`config.mk`:
```
export PLATFORM = sky130hd
export DESIGN_NAME = jt6295_chseq
export DESIGN_NICKNAME = d
export VERILOG_FILES = /design/src/rtl/jt6295_pkg.sv /design/src/rtl/jt6295_chseq_regs.sv /design/src/rtl/jt6295_chseq.sv
export SDC_FILE = /design/constraint.sdc
export NUM_CORES = 1
export LEC_CHECK = 0
export BUFFER_PORTS_ARGS = -buffer_cell sky130_fd_sc_hd__buf_2
export CAP_MARGIN = 10
export CORE_MARGIN = 10
export CORE_UTILIZATION = 59
export DETAILED_ROUTE_END_ITERATION = 7
export PLACE_DENSITY_LB_ADDON = 0.15
export SLEW_MARGIN = 0
export SYNTH_ARGS = -nofsm -noshare
export SYNTH_HDL_FRONTEND = slang
export SYNTH_HIERARCHICAL = 1
export SYNTH_SLANG_ARGS = --single-unit
export TNS_END_PERCENT = 20
```
`constraint.sdc`:
```
create_clock -name clk -period 5.8 [get_ports clk]
set_clock_uncertainty 0.15 [all_clocks]
set_input_delay 0.29 -clock clk [delete_from_list [all_inputs] [get_ports clk]]
set_output_delay 0.29 -clock clk [all_outputs]
set_load 0.02 [all_outputs]
```
`src/rtl/jt6295_pkg.sv`:
```
// ============================================================================
// Module      : jt6295_pkg
// Description : Shared constants and sequencer state encoding for jt6295_chseq.
// Revision    : 1.0 - initial release
// ============================================================================
`default_nettype none

package jt6295_pkg;

    localparam int SLOTS    = 4;
    localparam int NIBW     = 4;
    localparam int ROMW_DEF = 18;

    typedef enum logic [1:0] {
        ST_IDLE = 2'd0,
        ST_REQ  = 2'd1,
        ST_WAIT = 2'd2
    } seq_state_t;

    function automatic logic [1:0] next_slot(input logic [1:0] s);
        return s + 2'd1;
    endfunction

endpackage

`default_nettype wire

```
`src/rtl/jt6295_chseq_regs.sv`:
```
// ============================================================================
// Module      : jt6295_chseq_regs
// Description : Four-entry channel register file (cur/last/att/first).
// Revision    : 1.0 - initial release
// ============================================================================
`default_nettype none

module jt6295_chseq_regs
    import jt6295_pkg::*;
#(
    parameter int ROMW = ROMW_DEF
) (
    input  logic            rst,
    input  logic            clk,
    input  logic [1:0]      idx_i,
    input  logic            load_i,
    input  logic [ROMW-1:0] start_addr_i,
    input  logic [ROMW-1:0] stop_addr_i,
    input  logic [NIBW-1:0] att_i,
    input  logic            inc_i,
    input  logic            clr_first_i,
    output logic [ROMW:0]   cur_o,
    output logic [ROMW-1:0] last_o,
    output logic [NIBW-1:0] att_o,
    output logic            first_o
);

    // cur is a nibble address {byte, half}; half=0 selects the high nibble
    logic [ROMW:0]   cur_q   [SLOTS];
    logic [ROMW-1:0] last_q  [SLOTS];
    logic [NIBW-1:0] att_q   [SLOTS];
    logic [SLOTS-1:0] first_q;

    always_ff @(posedge clk) begin
        if (rst) begin
            for (int i = 0; i < SLOTS; i++) begin
                cur_q[i]  <= '0;
                last_q[i] <= '0;
                att_q[i]  <= '0;
            end
            first_q <= '0;
        end else if (load_i) begin
            cur_q[idx_i]   <= {start_addr_i, 1'b0};
            last_q[idx_i]  <= stop_addr_i;
            att_q[idx_i]   <= att_i;
            first_q[idx_i] <= 1'b1;
        end else begin
            if (inc_i)
                cur_q[idx_i] <= cur_q[idx_i] + (ROMW+1)'(1);
            if (clr_first_i)
                first_q[idx_i] <= 1'b0;
        end
    end

    assign cur_o   = cur_q[idx_i];
    assign last_o  = last_q[idx_i];
    assign att_o   = att_q[idx_i];
    assign first_o = first_q[idx_i];

endmodule

`default_nettype wire

```
`src/rtl/jt6295_chseq.sv`:
```
// ============================================================================
// Module      : jt6295_chseq
// Description : 4-slot time-multiplexed ADPCM channel playback sequencer.
// Revision    : 1.0 - initial release
// ============================================================================
`default_nettype none

module jt6295_chseq
    import jt6295_pkg::*;
#(
    parameter int ROMW = ROMW_DEF
) (
    input  logic            rst,
    input  logic            clk,
    input  logic            cen4,
    input  logic [ROMW-1:0] start_addr,
    input  logic [ROMW-1:0] stop_addr,
    input  logic [3:0]      att,
    input  logic [3:0]      start,
    input  logic [3:0]      stop,
    output logic [3:0]      busy,
    output logic [3:0]      ack,
    output logic            zero,
    output logic [ROMW-1:0] rom_addr,
    output logic            rom_cs,
    input  logic [7:0]      rom_data,
    input  logic            rom_ok,
    output logic [3:0]      nib,
    output logic [3:0]      nib_att,
    output logic [1:0]      nib_ch,
    output logic            nib_first,
    output logic            nib_valid
);

    seq_state_t      state_q, state_d;
    logic [1:0]      slot_q, slot_d;
    logic [3:0]      busy_q, busy_d;
    logic [3:0]      ack_q, ack_d;
    logic            zero_q, zero_d;
    logic [ROMW-1:0] rom_addr_q, rom_addr_d;
    logic            rom_cs_q, rom_cs_d;
    logic [3:0]      nib_q, nib_d;
    logic [3:0]      nib_att_q, nib_att_d;
    logic [1:0]      nib_ch_q, nib_ch_d;
    logic            nib_first_q, nib_first_d;
    logic            nib_valid_q, nib_valid_d;

    logic [1:0]      w_slot_nxt;
    logic [1:0]      w_idx;
    logic            w_load;
    logic            w_inc;
    logic            w_clr_first;
    logic [ROMW:0]   w_cur;
    logic [ROMW-1:0] w_last;
    logic [3:0]      w_att;
    logic            w_first;

    assign w_slot_nxt = next_slot(slot_q);
    // Loads happen on slot entry (new slot); fetches work on the current slot
    assign w_idx      = cen4 ? w_slot_nxt : slot_q;

    jt6295_chseq_regs #(
        .ROMW (ROMW)
    ) u_regs (
        .rst          (rst),
        .clk          (clk),
        .idx_i        (w_idx),
        .load_i       (w_load),
        .start_addr_i (start_addr),
        .stop_addr_i  (stop_addr),
        .att_i        (att),
        .inc_i        (w_inc),
        .clr_first_i  (w_clr_first),
        .cur_o        (w_cur),
        .last_o       (w_last),
        .att_o        (w_att),
        .first_o      (w_first)
    );

    always_comb begin
        state_d     = state_q;
        slot_d      = slot_q;
        busy_d      = busy_q;
        ack_d       = '0;
        zero_d      = 1'b0;
        rom_addr_d  = rom_addr_q;
        rom_cs_d    = rom_cs_q;
        nib_d       = nib_q;
        nib_att_d   = nib_att_q;
        nib_ch_d    = nib_ch_q;
        nib_first_d = nib_first_q;
        nib_valid_d = 1'b0;
        w_load      = 1'b0;
        w_inc       = 1'b0;
        w_clr_first = 1'b0;

        if (cen4) begin
            // Slot entry overrides any fetch still in flight
            slot_d   = w_slot_nxt;
            zero_d   = (w_slot_nxt == 2'd0);
            rom_cs_d = 1'b0;
            if (stop[w_slot_nxt]) begin
                busy_d[w_slot_nxt] = 1'b0;
            end else if (start[w_slot_nxt]) begin
                ack_d[w_slot_nxt] = 1'b1;
                if (!busy_q[w_slot_nxt]) begin
                    busy_d[w_slot_nxt] = 1'b1;
                    w_load             = 1'b1;
                end
            end
            state_d = busy_d[w_slot_nxt] ? ST_REQ : ST_IDLE;
        end else begin
            case (state_q)
                ST_REQ: begin
                    rom_addr_d = w_cur[ROMW:1];
                    rom_cs_d   = 1'b1;
                    state_d    = ST_WAIT;
                end
                ST_WAIT: begin
                    if (rom_ok) begin
                        nib_d       = w_cur[0] ? rom_data[3:0] : rom_data[7:4];
                        nib_att_d   = w_att;
                        nib_ch_d    = slot_q;
                        nib_first_d = w_first;
                        nib_valid_d = 1'b1;
                        rom_cs_d    = 1'b0;
                        w_clr_first = 1'b1;
                        if (w_cur == {w_last, 1'b1})
                            busy_d[slot_q] = 1'b0;
                        else
                            w_inc = 1'b1;
                        state_d = ST_IDLE;
                    end
                end
                default: state_d = ST_IDLE;
            endcase
        end
    end

    always_ff @(posedge clk) begin
        if (rst) begin
            state_q     <= ST_IDLE;
            slot_q      <= 2'd3;
            busy_q      <= '0;
            ack_q       <= '0;
            zero_q      <= 1'b0;
            rom_addr_q  <= '0;
            rom_cs_q    <= 1'b0;
            nib_q       <= '0;
            nib_att_q   <= '0;
            nib_ch_q    <= '0;
            nib_first_q <= 1'b0;
            nib_valid_q <= 1'b0;
        end else begin
            state_q     <= state_d;
            slot_q      <= slot_d;
            busy_q      <= busy_d;
            ack_q       <= ack_d;
            zero_q      <= zero_d;
            rom_addr_q  <= rom_addr_d;
            rom_cs_q    <= rom_cs_d;
            nib_q       <= nib_d;
            nib_att_q   <= nib_att_d;
            nib_ch_q    <= nib_ch_d;
            nib_first_q <= nib_first_d;
            nib_valid_q <= nib_valid_d;
        end
    end

    assign busy      = busy_q;
    assign ack       = ack_q;
    assign zero      = zero_q;
    assign rom_addr  = rom_addr_q;
    assign rom_cs    = rom_cs_q;
    assign nib       = nib_q;
    assign nib_att   = nib_att_q;
    assign nib_ch    = nib_ch_q;
    assign nib_first = nib_first_q;
    assign nib_valid = nib_valid_q;

endmodule

`default_nettype wire
```
==> impl_metrics.xml <==
<?xml version="1.0" encoding="UTF-8"?>
<metrics>
  <group name="cts">
    <metric name="htree_levels" unit="">1</metric>
    <metric name="clk_pin_slew_worst_paths" unit="ns">0.06</metric>
    <metric name="number_of_buffers_between_clock_root_and_the_deepest_sink" unit="">3</metric>
    <metric name="cts.root.buffer_cell" unit="">clkbuf_16</metric>
    <metric name="tritoncts_num_sinks" unit="">212</metric>
    <metric name="clk-insertion-delay-late" unit="ns">0.51</metric>
    <metric name="post_cts_resize_count" unit="">0</metric>
    <metric name="cts-buffers-inserted" unit="">23</metric>
    <metric name="tritoncts_clock_tree" unit="">yes</metric>
  </group>
  <group name="yosys">
    <metric name="synth_compound_area_frac" unit="">0.06809</metric>
    <metric name="yosys.area.top_type_share" unit="">0.4908</metric>
    <metric name="netlist-cell-type-count" unit="">64</metric>
    <metric name="synthArstFlopShare" unit="">0</metric>
    <metric name="synth_seq_cells" unit="">212</metric>
    <metric name="synthXorXnorAreaFrac" unit="">0.01920</metric>
    <metric name="ys_dominant_reg_cell" unit="">edfxtp_1</metric>
    <metric name="synth.yosys.seq_area_share" unit="">0.5866</metric>
    <metric name="netlist_instances" unit="">836</metric>
    <metric name="synth-edff-count" unit="">164</metric>
    <metric name="netlist_area" unit="sq mm">0.01003</metric>
    <metric name="largest_family_of_logic_cells_by_synthesized_area" unit="">simple AND/OR/NAND/NOR gates</metric>
    <metric name="yosys_warnings" unit="">6</metric>
    <metric name="muxShareOfSynthArea" unit="">0.1168</metric>
    <metric name="simple_gate_portion_of_the_synthesized_area" unit="">0.1597</metric>
    <metric name="ys_top_cells_by_area" unit="">edfxtp_1, dfxtp_1, mux4_2</metric>
    <metric name="synth.avg_cell_area" unit="sq um">12.00</metric>
    <metric name="synth_largest_area_cell" unit="">edfxtp_1</metric>
    <metric name="synthesis.nets" unit="">901</metric>
    <metric name="yosys.area_share.adder" unit="">0.006235</metric>
  </group>
  <group name="timing">
    <metric name="min_period_over_period" unit="">0.8907</metric>
    <metric name="post-route-min-period" unit="ns">5.166</metric>
    <metric name="maxSlewViolCount" unit="">0</metric>
    <metric name="grt_setup_unrepaired" unit="">no</metric>
    <metric name="timing.final.ws_setup" unit="ns">0.6338</metric>
    <metric name="worstMarginPinSlew" unit="ns">1.184</metric>
    <metric name="achievable-frequency" unit="MHz">193.6</metric>
    <metric name="hold_viol_final" unit="">0</metric>
    <metric name="setup_viol" unit="">0</metric>
    <metric name="relSlewSlack" unit="">0.2096</metric>
    <metric name="total_negative_setup_slack" unit="ns">0</metric>
  </group>
  <group name="critical_path">
    <metric name="cp_data_required_time" unit="ns">5.85</metric>
    <metric name="worst_ep_arrival_time" unit="ns">5.21</metric>
    <metric name="cp-end-kind" unit="">register</metric>
    <metric name="r2r-end" unit="">u_regs/cur_q[0][5]</metric>
    <metric name="worstRegToRegCells" unit="">15</metric>
    <metric name="reg2reg_slack" unit="ns">0.63</metric>
    <metric name="worst_path_max_delay_cell" unit="">nor2_1</metric>
    <metric name="path_max_fanout" unit="">33</metric>
    <metric name="max_stage_delay_on_crit_path" unit="ns">0.55</metric>
    <metric name="startpoint_type" unit="">register</metric>
    <metric name="setup.worst_path.start" unit="">slot_q[1]</metric>
    <metric name="number_of_cells_on_the_critical_path" unit="">15</metric>
    <metric name="timing_worst_setup_path_type" unit="">reg2reg</metric>
    <metric name="critical-path-top-delay-family" unit="">simple AND/OR/NAND/NOR gates</metric>
    <metric name="worst-path-buf-inv" unit="">3</metric>
    <metric name="rr_startpoint" unit="">slot_q[1]</metric>
    <metric name="crit_chain" unit="">inv_1 -&gt; ha_1 -&gt; nand2_1 -&gt; o21ai_4 -&gt; buf_4 -&gt; mux4_2 -&gt; xnor2_1 -&gt; nand4_1 -&gt; nor4_1 -&gt; a21oi_1 -&gt; nor2_1 -&gt; nor2_1 -&gt; nand2_1 -&gt; nand2b_1 -&gt; buf_4</metric>
    <metric name="setup.worst_path.end" unit="">u_regs/cur_q[0][5]</metric>
  </group>
  <group name="floorplan">
    <metric name="die_area" unit="sq mm">0.02262</metric>
    <metric name="chipWidth" unit="microns">150.4</metric>
    <metric name="initial_cell_density_of_the_core" unit="">0.6029</metric>
    <metric name="io-pin-count" unit="">100</metric>
    <metric name="fp-row-count" unit="">47</metric>
    <metric name="placeableCoreArea" unit="sq mm">0.01664</metric>
    <metric name="chipHeight" unit="microns">150.4</metric>
  </group>
  <group name="placed_design">
    <metric name="placed_cells" unit="">1121</metric>
    <metric name="detailedPlacementHpwl" unit="microns">17250</metric>
    <metric name="globalplace.congestion" unit="">0.9445</metric>
    <metric name="dp_worst_setup_slack" unit="ns">0.7456</metric>
    <metric name="buffer_ports.inserted" unit="">99</metric>
  </group>
  <group name="flow_run">
    <metric name="max_cap_viol_count" unit="">0</metric>
  </group>
  <group name="route">
    <metric name="via_count" unit="">7212</metric>
    <metric name="routedWlPerCell" unit="microns">21.96</metric>
    <metric name="drt.antenna.violating_nets" unit="">0</metric>
    <metric name="drt_first_iter_violations" unit="">656</metric>
    <metric name="number_of_drc_violations_after_detailed_routing" unit="">0</metric>
    <metric name="drt-pass1-iter-count" unit="">7</metric>
    <metric name="via_per_inst" unit="">6.040</metric>
    <metric name="drt-total-wl" unit="microns">26220</metric>
  </group>
  <group name="power">
    <metric name="clockPowerShare" unit="">0.361</metric>
    <metric name="p_leak" unit="nW">4.569</metric>
    <metric name="report.power.total" unit="mW">3.794</metric>
    <metric name="internal_power" unit="mW">2.770</metric>
    <metric name="power.density_cell_area" unit="mW/mm^2">324.1</metric>
    <metric name="p_seq_frac" unit="">0.463</metric>
    <metric name="power_switching_share" unit="">0.2700</metric>
    <metric name="p_comb_frac" unit="">0.176</metric>
    <metric name="power.net_switching" unit="mW">1.024</metric>
    <metric name="ir_drop" unit="V">0.0002632</metric>
  </group>
  <group name="layout">
    <metric name="final_common_cell" unit="">edfxtp_1</metric>
    <metric name="layout.core_utilization" unit="">0.7035</metric>
    <metric name="diode_insertion_count_for_antenna_repair" unit="">0</metric>
    <metric name="layout-drive-gt1-share" unit="">0.2259</metric>
    <metric name="most-common-layout-cells" unit="">edfxtp_1, nor2_1, nand2_1</metric>
    <metric name="net_count_final" unit="">1022</metric>
    <metric name="area_growth" unit="%">16.69</metric>
    <metric name="fin_cells" unit="">1194</metric>
  </group>
  <group name="grt">
    <metric name="grt_antenna_before_repair" unit="">0</metric>
    <metric name="wire_length_of_the_first_global_routing_pass" unit="microns">40770</metric>
    <metric name="grt.total_usage" unit="">0.2317</metric>
    <metric name="grt_overflow_total" unit="">0</metric>
    <metric name="largest_net_degree_at_the_start_of_global_routing" unit="">59</metric>
    <metric name="vias_in_the_first_global_route" unit="">7284</metric>
  </group>
  <group name="worst_hold_path">
    <metric name="holdCritPathClass" unit="">in2reg</metric>
  </group>
  <group name="status">
    <metric name="run_status" unit="">finished, final reports clean</metric>
  </group>
</metrics>
power groups by stage:
| stage | Combinational, mW | Clock, mW | Sequential (mW) |
|---|---|---|---|
| detailed placement | 0.640 | 0 | 1.79 |
| global route | 0.709 | 1.45 | 1.76 |
| global placement | 0.629 | 0 | 1.78 |
| finish | 0.669 | 1.37 | 1.76 |
| CTS | 0.662 | 1.39 | 1.76 |
| floorplan | 0.444 | 0 | 1.78 |
how the worst min path moves through the flow:
| stage | start | to | slack (ns) | depth (start not counted) |
|---|---|---|---|---|
| final | stop_addr[10] | u_regs/last_q[3][10] | 0.01 | 3 |
| after global routing | stop_addr[10] | u_regs/last_q[3][10] | 0.02 | 3 |
| after CTS | stop_addr[10] | u_regs/last_q[3][10] | 0.002 | 3 |
| after detailed placement | rom_cs | rom_cs | 0.28 | 2 |
| after global placement | rom_cs | rom_cs | 0.28 | 2 |
| after floorplan | register | register | 0.28 | 2 |
routing by layer:
layer,GRT usage,wire length [microns],up-vias
li1,-,-,3260
met1,0.3018,10360,3493
met2,0.3823,12540,400
met3,0.04502,2605,59
met4,0.07726,718,0
met5,0,0,-
synth_stat cells, drive strengths merged (3+ instances only):
cell	n
xor2	5
and2b	3
or3	3
a31o	5
a22oi	8
inv	40
and3	3
mux2i	11
a21oi	45
buf	15
nor2b	8
nor3b	4
xnor2	17
o21bai	3
a311oi	3
nor4	6
a21o	4
ha	5
and2	5
nand2	106
nand4	11
nor2	134
mux4	46
clkbuf	35
edfxtp	164
or2	8
nor3	26
a211oi	9
nand2b	11
dfxtp	48
o21ai	10
a311o	5
nand3	8
state kept, by name, indices dropped and copies added, names as in the netlist, named ones only:
signal,count
nib_valid,1
nib_att,4
nib_ch,2
rom_cs,1
zero,1
busy,4
nib,4
rom_addr,18
u_regs/last_q,72
state_q,2
u_regs/cur_q,76
u_regs/att_q,16
nib_first,1
slot_q,2
ack,4
repair_timing:
item | 4_1_cts | 5_1_grt
hold buffers | 30 | 0
buffers inserted | 0 | 0
hold endpoints to repair | 34 | 0
worst reg2reg max path: cells and delay by family, from the launching register on:
kind	cells	cell delay, ns
xor gates and xnor gates	1	0.15
adders and majority gates	1	0.42
buffers and inverters	3	0.88
and+or+nand+nor	7	1.77
AOI/OAI and AO/OA	2	0.73
muxes	1	0.37
DFF	1	0.37
through the flow:
step                hold slack, ns  instance area [sq um]
detailed placement          0.2849                  10690
global placement            0.2795                  10690
global route               0.02380                  11710
finish                    0.009830                  11710
floorplan                   0.2832                  10030
CTS                       0.001950                  11700
logic make-up after synthesis:
| family | count (synthesis) |
|---|---|
| compound gates | 104 |
| xor+xnor | 22 |
| fa+ha+maj | 5 |
| buf+inv | 91 |
| flops | 212 |
| mux | 57 |
| simple gates | 345 |
area by class of cell:
class / instances / area, sq um
clock buffer: 30 / 611.8
clock inverter: 12 / 96.34
fill: 1190 / 4935
inverter: 41 / 158.9
multi-input combinational: 533 / 3746
sequential: 212 / 5886
tap: 220 / 275.3
timing repair buffer: 146 / 933.4
(Power assumes the default switching activity.)
